[src/rtl/oled_spi_sink.sv]
// Responder for the 4-wire OLED serial link: synchronizes the link, assembles bytes,
// decodes an SSD1306 command subset and emits frame-buffer writes. Define OLED_SINK_FB_EN for the internal RAM.
module oled_spi_sink #(
  parameter int COLS        = 128,
  parameter int PAGES       = 4,
  parameter int SYNC_STAGES = 2
) (
  input  logic       clk,
  input  logic       rst,
  input  logic       oled_csn,
  input  logic       oled_rst,
  input  logic       oled_dcn,
  input  logic       oled_clk,
  input  logic       oled_dat,
  output logic       fb_we,
  output logic [8:0] fb_addr,
  output logic [7:0] fb_wdata,
  output logic       cmd_strobe,
  output logic [7:0] cmd_byte,
  output logic       disp_on,
  output logic [7:0] contrast,
  output logic [1:0] addr_mode,
  input  logic [8:0] rd_addr,
  output logic [7:0] rd_data
);

  localparam int CW = $clog2(COLS);
  localparam int PW = $clog2(PAGES);

  typedef enum logic [1:0] {IDLE, ARG1, ARG2} state_t;
  typedef enum logic [2:0] {T_NONE, T_CONTRAST, T_MODE, T_COL, T_PAGE} tgt_t;
  typedef enum logic [3:0] {
    A_NONE, A_DISP_OFF, A_DISP_ON, A_CONTRAST, A_MODE, A_COL_START, A_COL_END,
    A_PAGE_START, A_PAGE_END, A_PAGE, A_COL_LO, A_COL_HI, A_DATA
  } act_t;

  logic [SYNC_STAGES-1:0] csn_sync, prst_sync, clk_sync, dcn_sync, dat_sync;
  logic                   clk_q;
  logic                   csn_s, prst_s, clk_s, dcn_s, dat_s;
  logic [6:0]             shreg;
  logic [2:0]             bit_cnt;
  logic                   hold;
  logic                   rise_p0, vld_p0, dc_p0, cmd_vld_p0, dat_vld_p0;
  logic [7:0]             byte_p0;
  state_t                 state, state_nxt;
  tgt_t                   tgt, tgt_nxt;
  act_t                   act;
  logic [CW-1:0]          col, col_start, col_end;
  logic [PW-1:0]          page, page_start, page_end;

  function automatic logic [CW-1:0] col_inc(input logic [CW-1:0] c);
    return (c == CW'(COLS - 1)) ? '0 : c + 1'b1;
  endfunction

  function automatic logic [PW-1:0] page_inc(input logic [PW-1:0] p);
    return (p == PW'(PAGES - 1)) ? '0 : p + 1'b1;
  endfunction

  function automatic logic [8:0] addr_of(input logic [PW-1:0] p, input logic [CW-1:0] c);
    return 9'(int'(p) * COLS + int'(c));
  endfunction

  // Input synchronizers and sclk edge detect
  always_ff @(posedge clk) begin
    if (rst) begin
      csn_sync  <= '1;
      prst_sync <= '1;
      clk_sync  <= '0;
      clk_q     <= 1'b0;
    end else begin
      csn_sync  <= {csn_sync[SYNC_STAGES-2:0], oled_csn};
      prst_sync <= {prst_sync[SYNC_STAGES-2:0], oled_rst};
      clk_sync  <= {clk_sync[SYNC_STAGES-2:0], oled_clk};
      clk_q     <= clk_s;
    end
  end

  always_ff @(posedge clk) begin
    dcn_sync <= {dcn_sync[SYNC_STAGES-2:0], oled_dcn};
    dat_sync <= {dat_sync[SYNC_STAGES-2:0], oled_dat};
  end

  assign csn_s  = csn_sync[SYNC_STAGES-1];
  assign prst_s = prst_sync[SYNC_STAGES-1];
  assign clk_s  = clk_sync[SYNC_STAGES-1];
  assign dcn_s  = dcn_sync[SYNC_STAGES-1];
  assign dat_s  = dat_sync[SYNC_STAGES-1];
  assign hold   = rst | ~prst_s;

  // p0: edge cycle E, byte completes on the eighth rise
  assign rise_p0    = clk_s & ~clk_q & ~csn_s;
  assign byte_p0    = {shreg, dat_s};
  assign dc_p0      = dcn_s;
  assign vld_p0     = rise_p0 & (bit_cnt == 3'd7) & ~hold;
  assign cmd_vld_p0 = vld_p0 & ~dc_p0;
  assign dat_vld_p0 = vld_p0 & dc_p0;

  always_ff @(posedge clk) begin
    if (hold || csn_s) bit_cnt <= '0;
    else if (rise_p0)  bit_cnt <= bit_cnt + 3'd1;
  end

  always_ff @(posedge clk) begin
    if (rise_p0) shreg <= byte_p0[6:0];
  end

  always_ff @(posedge clk) begin
    if (hold) begin
      state <= IDLE;
      tgt   <= T_NONE;
    end else begin
      state <= state_nxt;
      tgt   <= tgt_nxt;
    end
  end

  always_comb begin
    state_nxt = state;
    tgt_nxt   = tgt;
    if (dat_vld_p0) begin
      state_nxt = IDLE;
    end else if (cmd_vld_p0) begin
      case (state)
        IDLE: begin
          tgt_nxt = T_NONE;
          case (byte_p0)
            8'h81: begin state_nxt = ARG1; tgt_nxt = T_CONTRAST; end
            8'h20: begin state_nxt = ARG1; tgt_nxt = T_MODE; end
            8'h21: begin state_nxt = ARG1; tgt_nxt = T_COL; end
            8'h22: begin state_nxt = ARG1; tgt_nxt = T_PAGE; end
            8'hA8, 8'hD3, 8'hD5, 8'hD9, 8'hDA, 8'hDB, 8'h8D: state_nxt = ARG1;
            default: ;
          endcase
        end
        ARG1:    state_nxt = (tgt == T_COL || tgt == T_PAGE) ? ARG2 : IDLE;
        default: state_nxt = IDLE;
      endcase
    end
  end

  always_comb begin
    act = A_NONE;
    if (dat_vld_p0) begin
      act = A_DATA;
    end else if (cmd_vld_p0) begin
      case (state)
        IDLE: begin
          case (byte_p0) inside
            8'hAE:           act = A_DISP_OFF;
            8'hAF:           act = A_DISP_ON;
            [8'hB0:8'hB3]:   act = A_PAGE;
            [8'h00:8'h0F]:   act = A_COL_LO;
            [8'h10:8'h17]:   act = A_COL_HI;
            default:         act = A_NONE;
          endcase
        end
        ARG1: begin
          case (tgt)
            T_CONTRAST: act = A_CONTRAST;
            T_MODE:     act = A_MODE;
            T_COL:      act = A_COL_START;
            T_PAGE:     act = A_PAGE_START;
            default:    act = A_NONE;
          endcase
        end
        default: begin
          case (tgt)
            T_COL:   act = A_COL_END;
            T_PAGE:  act = A_PAGE_END;
            default: act = A_NONE;
          endcase
        end
      endcase
    end
  end

  // p1: registered strobes and decoder state, visible in E+1
  always_ff @(posedge clk) begin
    if (hold) begin
      fb_we      <= 1'b0;
      fb_addr    <= '0;
      fb_wdata   <= '0;
      cmd_strobe <= 1'b0;
      cmd_byte   <= '0;
      disp_on    <= 1'b0;
      contrast   <= 8'h7F;
      addr_mode  <= 2'b10;
      col        <= '0;
      page       <= '0;
      col_start  <= '0;
      col_end    <= CW'(COLS - 1);
      page_start <= '0;
      page_end   <= PW'(PAGES - 1);
    end else begin
      fb_we      <= (act == A_DATA);
      cmd_strobe <= cmd_vld_p0;
      if (cmd_vld_p0) cmd_byte <= byte_p0;
      case (act)
        A_DISP_OFF:   disp_on <= 1'b0;
        A_DISP_ON:    disp_on <= 1'b1;
        A_CONTRAST:   contrast <= byte_p0;
        A_MODE:       if (byte_p0[1:0] != 2'b11) addr_mode <= byte_p0[1:0];
        A_COL_START:  begin col_start <= byte_p0[CW-1:0]; col <= byte_p0[CW-1:0]; end
        A_COL_END:    col_end <= byte_p0[CW-1:0];
        A_PAGE_START: begin page_start <= byte_p0[PW-1:0]; page <= byte_p0[PW-1:0]; end
        A_PAGE_END:   page_end <= byte_p0[PW-1:0];
        A_PAGE:       page <= byte_p0[PW-1:0];
        A_COL_LO:     col <= {col[CW-1:4], byte_p0[3:0]};
        A_COL_HI:     col <= {byte_p0[2:0], col[3:0]};
        A_DATA: begin
          fb_addr  <= addr_of(page, col);
          fb_wdata <= byte_p0;
          case (addr_mode)
            2'b00: begin
              if (col == col_end) begin
                col  <= col_start;
                page <= (page == page_end) ? page_start : page_inc(page);
              end else begin
                col <= col_inc(col);
              end
            end
            2'b01: begin
              if (page == page_end) begin
                page <= page_start;
                col  <= (col == col_end) ? col_start : col_inc(col);
              end else begin
                page <= page_inc(page);
              end
            end
            default: col <= col_inc(col);
          endcase
        end
        default: ;
      endcase
    end
  end

`ifdef OLED_SINK_FB_EN
  logic [7:0] fb_mem [COLS*PAGES];

  // Frame buffer survives both resets; read port is registered
  always_ff @(posedge clk) begin
    if (fb_we) fb_mem[fb_addr] <= fb_wdata;
    rd_data <= fb_mem[rd_addr];
  end
`else
  logic unused_rd_addr;
  assign unused_rd_addr = ^rd_addr;
  assign rd_data        = '0;
`endif

endmodule

[config.mk]
export PLATFORM = sky130hd
export DESIGN_NAME = oled_spi_sink
export DESIGN_NICKNAME = d
export VERILOG_FILES = /design/src/rtl/oled_spi_sink.sv
export SDC_FILE = /design/constraint.sdc
export NUM_CORES = 1
export LEC_CHECK = 0
export CAP_MARGIN = 10
export CORE_ASPECT_RATIO = 1.25
export CORE_MARGIN = 3
export CORE_UTILIZATION = 37
export DETAILED_ROUTE_END_ITERATION = 7
export GPL_TIMING_DRIVEN = 0
export SETUP_SLACK_MARGIN = 0.5
export SYNTH_ARGS = -nofsm -noshare
export SYNTH_HDL_FRONTEND = slang
export SYNTH_SLANG_ARGS = --single-unit
[constraint.sdc]
create_clock -name clk -period 2.1 [get_ports clk]
set_input_delay 0.42 -clock clk [delete_from_list [all_inputs] [get_ports clk]]
set_output_delay 0.42 -clock clk [all_outputs]
set_load 0.01 [all_outputs]
==> flow_summary_export.csv <==
group,metric,value,unit
clock_network,ctsHoldBuffers,0,
logic_synthesis,ys.flop_type,"dfxtp_1",
detailed_routing,first_pass_iters,5,
logic_synthesis,yosysTopAreaCellShare,38.62,%
detailed_routing,num_vias,4257,
detailed_routing,routed_wl,14270,um
sta,fin_crit_sh,112.4,%
detailed_routing,wl_per_cell,18.60,um
critical_path,r2r_slack,-0.26,ns
outcome,violations,"setup timing",
logic_synthesis,synth-seq-cells,91,
detailed_routing,drt-vias-per-instance,5.550,
critical_path,r2r_end,"page_start[0]$_SDFFE_PP0N_",
grt,antenna_found_initial,0,
clock_network,clock_sinks,91,
sta,setup_viol,46,
floorplanning,die_w,103.0,um
critical_path,rr_startpoint,"csn_sync[1]$_SDFF_PP1_",
logic_synthesis,yosys.area.top_type,"dfxtp_1",
cells_and_area,drive_gt1_share,36.39,%
floorplanning,io_pins,62,
cells_and_area,area_delta_synth_final,56.75,%
clock_network,clockBufferDepth,2,
sta,slew_headroom,42.14,%
power,p_leak,2.700,nW
logic_synthesis,seq_area_frac_synth,43.45,%
floorplanning,core,11300,um2
sta,finalHoldViolCount,0,
sta,slew_violations,0,
cells_and_area,utilization,60.41,%
logic_synthesis,synthSimpleGateAreaFrac,22.87,%
critical_path,start_kind,"flop",
placed_design,place_ws,-0.9555,ns
placed_design,port_buffers,44,
sta,worst_pin_slew,0.8679,ns
floorplanning,start_util,38.54,%
clock_network,cts_tree,"built",
placed_design,dp_hpwl,8725,um
power,power.total,3.685,mW
sta,fin_crit,2.361,ns
grt,grt_overflow,0,
critical_path,r2r_cells,8,
logic_synthesis,ys_top_cells_by_area,"dfxtp_1 39%, mux2i_1 6.9%, nand2_1 6.7%",
detailed_routing,ant_nets,0,
cells_and_area,fin_area,6825,um2
floorplanning,die-area,13110,um2
logic_synthesis,avgSynthCellArea,8.850,um2
sta,timing.hold.ws,0.3308,ns
floorplanning,die_y,127.3,um
grt,grt_max_degree,17,
cells_and_area,antenna_cells,0,
critical_path,arrival,2.58,ns
clock_network,clock_latency,0.35,ns
logic_synthesis,synth_top_family_by_area,"simple AND/OR/NAND/NOR gates",
grt,grt_pass1_wl,20930,um
logic_synthesis,synth-xor-area-share,3.420,%
placed_design,gp_congestion,0.9099,
critical_path,critPathCaptureType,"flop",
logic_synthesis,synth_cell_types,69,
logic_synthesis,synth_area,4354,um2
placed_design,postPlaceCellArea,5253,um2
detailed_routing,first_iter_violations,288,
logic_synthesis,muxShareOfSynthArea,7.155,%
logic_synthesis,synthArstFlopShare,0,%
sta,fin_skew,0.006450,ns
critical_path,startpoint,"csn_sync[1]$_SDFF_PP1_",
sta,fmax,0.4236,GHz
grt,grt_usage,20.74,%
sta,final.setup.worst_slack,-0.2606,ns
logic_synthesis,synth_fa_ha_area_share,1.149,%
grt,grt_pass1_vias,4067,
critical_path,crit_type,"flop to flop",
logic_synthesis,synth_warnings,0,
power,power_density,539.8,nW/um2
critical_path,crit_path_end,"page_start[0]$_SDFFE_PP0N_",
floorplanning,rows,43,
clock_network,cts_buffers,9,
clock_network,clkTransAtPathRegs,0.07,ns
detailed_routing,drc_errors,0,
logic_synthesis,syn_inst,492,
critical_path,critPathMaxFanout,8,
cells_and_area,final_nets,647,
logic_synthesis,synth_compound_area_share,16.38,%
sta,rsz0062_at_grt,"true",
logic_synthesis,synth_edf_count,7,
job,drv_cap,0,
outcome,status,"finished, violations left",
clock_network,clockRootBuffer,"clkbuf_16",
critical_path,crit_required,2.32,ns
min_path,hold_class,"flop to flop",
clock_network,cts_htree_levels,3,
power,vdd_drop_max,346.2,uV
-- state kept, by name (all words and copies together), names as in the netlist, 7 cells and up --
signal / count
fb_wdata: 8
col_start: 7
col: 7
fb_addr: 9
shreg: 7
cmd_byte: 8
col_end: 7
contrast: 8
-- worst max-delay path: stages (launching register included) --
cell and delay (ns):
dfxtp_4 0.34, or3b_4 0.40, buf_6 0.14, nor3_4 0.35, o211ai_4 0.24, or3_4 0.43
buf_8 0.13, mux2i_1 0.13, nor2_1 0.06
-- layout by cell type, fill, tap and decap left out, drive strengths merged, types with 6 or more instances in the layout --
| master | n |
|---|---|
| a211oi | 13 |
| a21oi | 30 |
| a31oi | 9 |
| buf | 93 |
| clkbuf | 33 |
| conb | 8 |
| dfxtp | 84 |
| dlygate4sd2 | 39 |
| edfxtp | 7 |
| inv | 10 |
| mux2i | 30 |
| nand2 | 78 |
| nand3 | 19 |
| nand4 | 6 |
| nor2 | 31 |
| nor2b | 7 |
| nor3 | 14 |
| o21ai | 14 |
| xnor2 | 12 |
-- area by class of cell --
| cell class | instances | area [um2] |
|---|---|---|
| fill | 944 | 4473 |
| multi-input combinational | 357 | 2834 |
| sequential | 91 | 1904 |
| timing repair buffer | 117 | 1141 |
| buffer | 43 | 401.6 |
| clock buffer | 10 | 229.0 |
| tap | 135 | 168.9 |
| clock inverter | 6 | 96.34 |
| inverter | 8 | 50.05 |
-- stage by stage --
stage	TNS, ns	std cells
2_1_floorplan	-1.268	499
3_3_place_gp	-33.28	678
3_5_place_dp	-34.01	678
4_1_cts	-3.588	745
5_1_grt	-9.647	767
6_report	-6.074	767
-- cell usage after synthesis (5+ instances only) --
cell type / count
dfxtp_1: 84
nand2_1: 78
nor2_1: 31
a21oi_1: 30
mux2i_1: 30
clkbuf_1: 25
nand3_1: 19
o21ai_0: 14
a211oi_1: 13
nor3_1: 12
xnor2_1: 12
a31oi_1: 9
buf_4: 8
buf_2: 7
edfxtp_1: 7
inv_1: 7
nor2b_1: 7
nand4_1: 6
nor4_1: 5
or2_2: 5
or3_1: 5
xor2_1: 5
-- worst min path at each step --
| stage | slack [ns] | depth (start not counted) | startpoint | end |
|---|---|---|---|---|
| floorplan | 0.31 | 0 | dat_sync[0]$_DFF_P_ | dat_sync[1]$_DFF_P_ |
| global placement | 0.31 | 0 | dcn_sync[0]$_DFF_P_ | dcn_sync[1]$_DFF_P_ |
| detailed placement | 0.31 | 0 | dcn_sync[0]$_DFF_P_ | dcn_sync[1]$_DFF_P_ |
| CTS | 0.33 | 0 | dcn_sync[0]$_DFF_P_ | dcn_sync[1]$_DFF_P_ |
| global route | 0.33 | 0 | dcn_sync[0]$_DFF_P_ | dcn_sync[1]$_DFF_P_ |
| finish | 0.33 | 0 | dcn_sync[0]$_DFF_P_ | dcn_sync[1]$_DFF_P_ |
-- cell families after synthesis --
group / after synthesis
simple gates: 198
mux: 31
buf+inv: 51
fa+ha+maj: 4
flops: 91
compound gates: 99
other cells: 1
xor+xnor: 17
-- power breakdown --
part | internal, mW | total [mW] | leakage (nW) | switching, mW
sequential | 1.75 | 1.76 | 0.745 | 0.00586
combinational | 0.0513 | 0.131 | 1.80 | 0.0799
clock | 1.06 | 1.79 | 0.156 | 0.732
-- routing by layer --
metal	up-vias	global-route usage [%]	wire length, um
li1	2019	-	-
met1	2051	24.09	5521
met2	143	35.97	7505
met3	44	4.315	616
met4	0	9.375	624
met5	-	0	0
-- timing repair --
item                       4_1_cts  5_1_grt
gates cloned                     3        4
setup endpoints to repair      111       72
hold endpoints to repair         0        0
pin swaps                       48       35
buffers inserted                48       18
gates resized for setup        116       84
No activity file was read; power rests on OpenSTA's default activity.
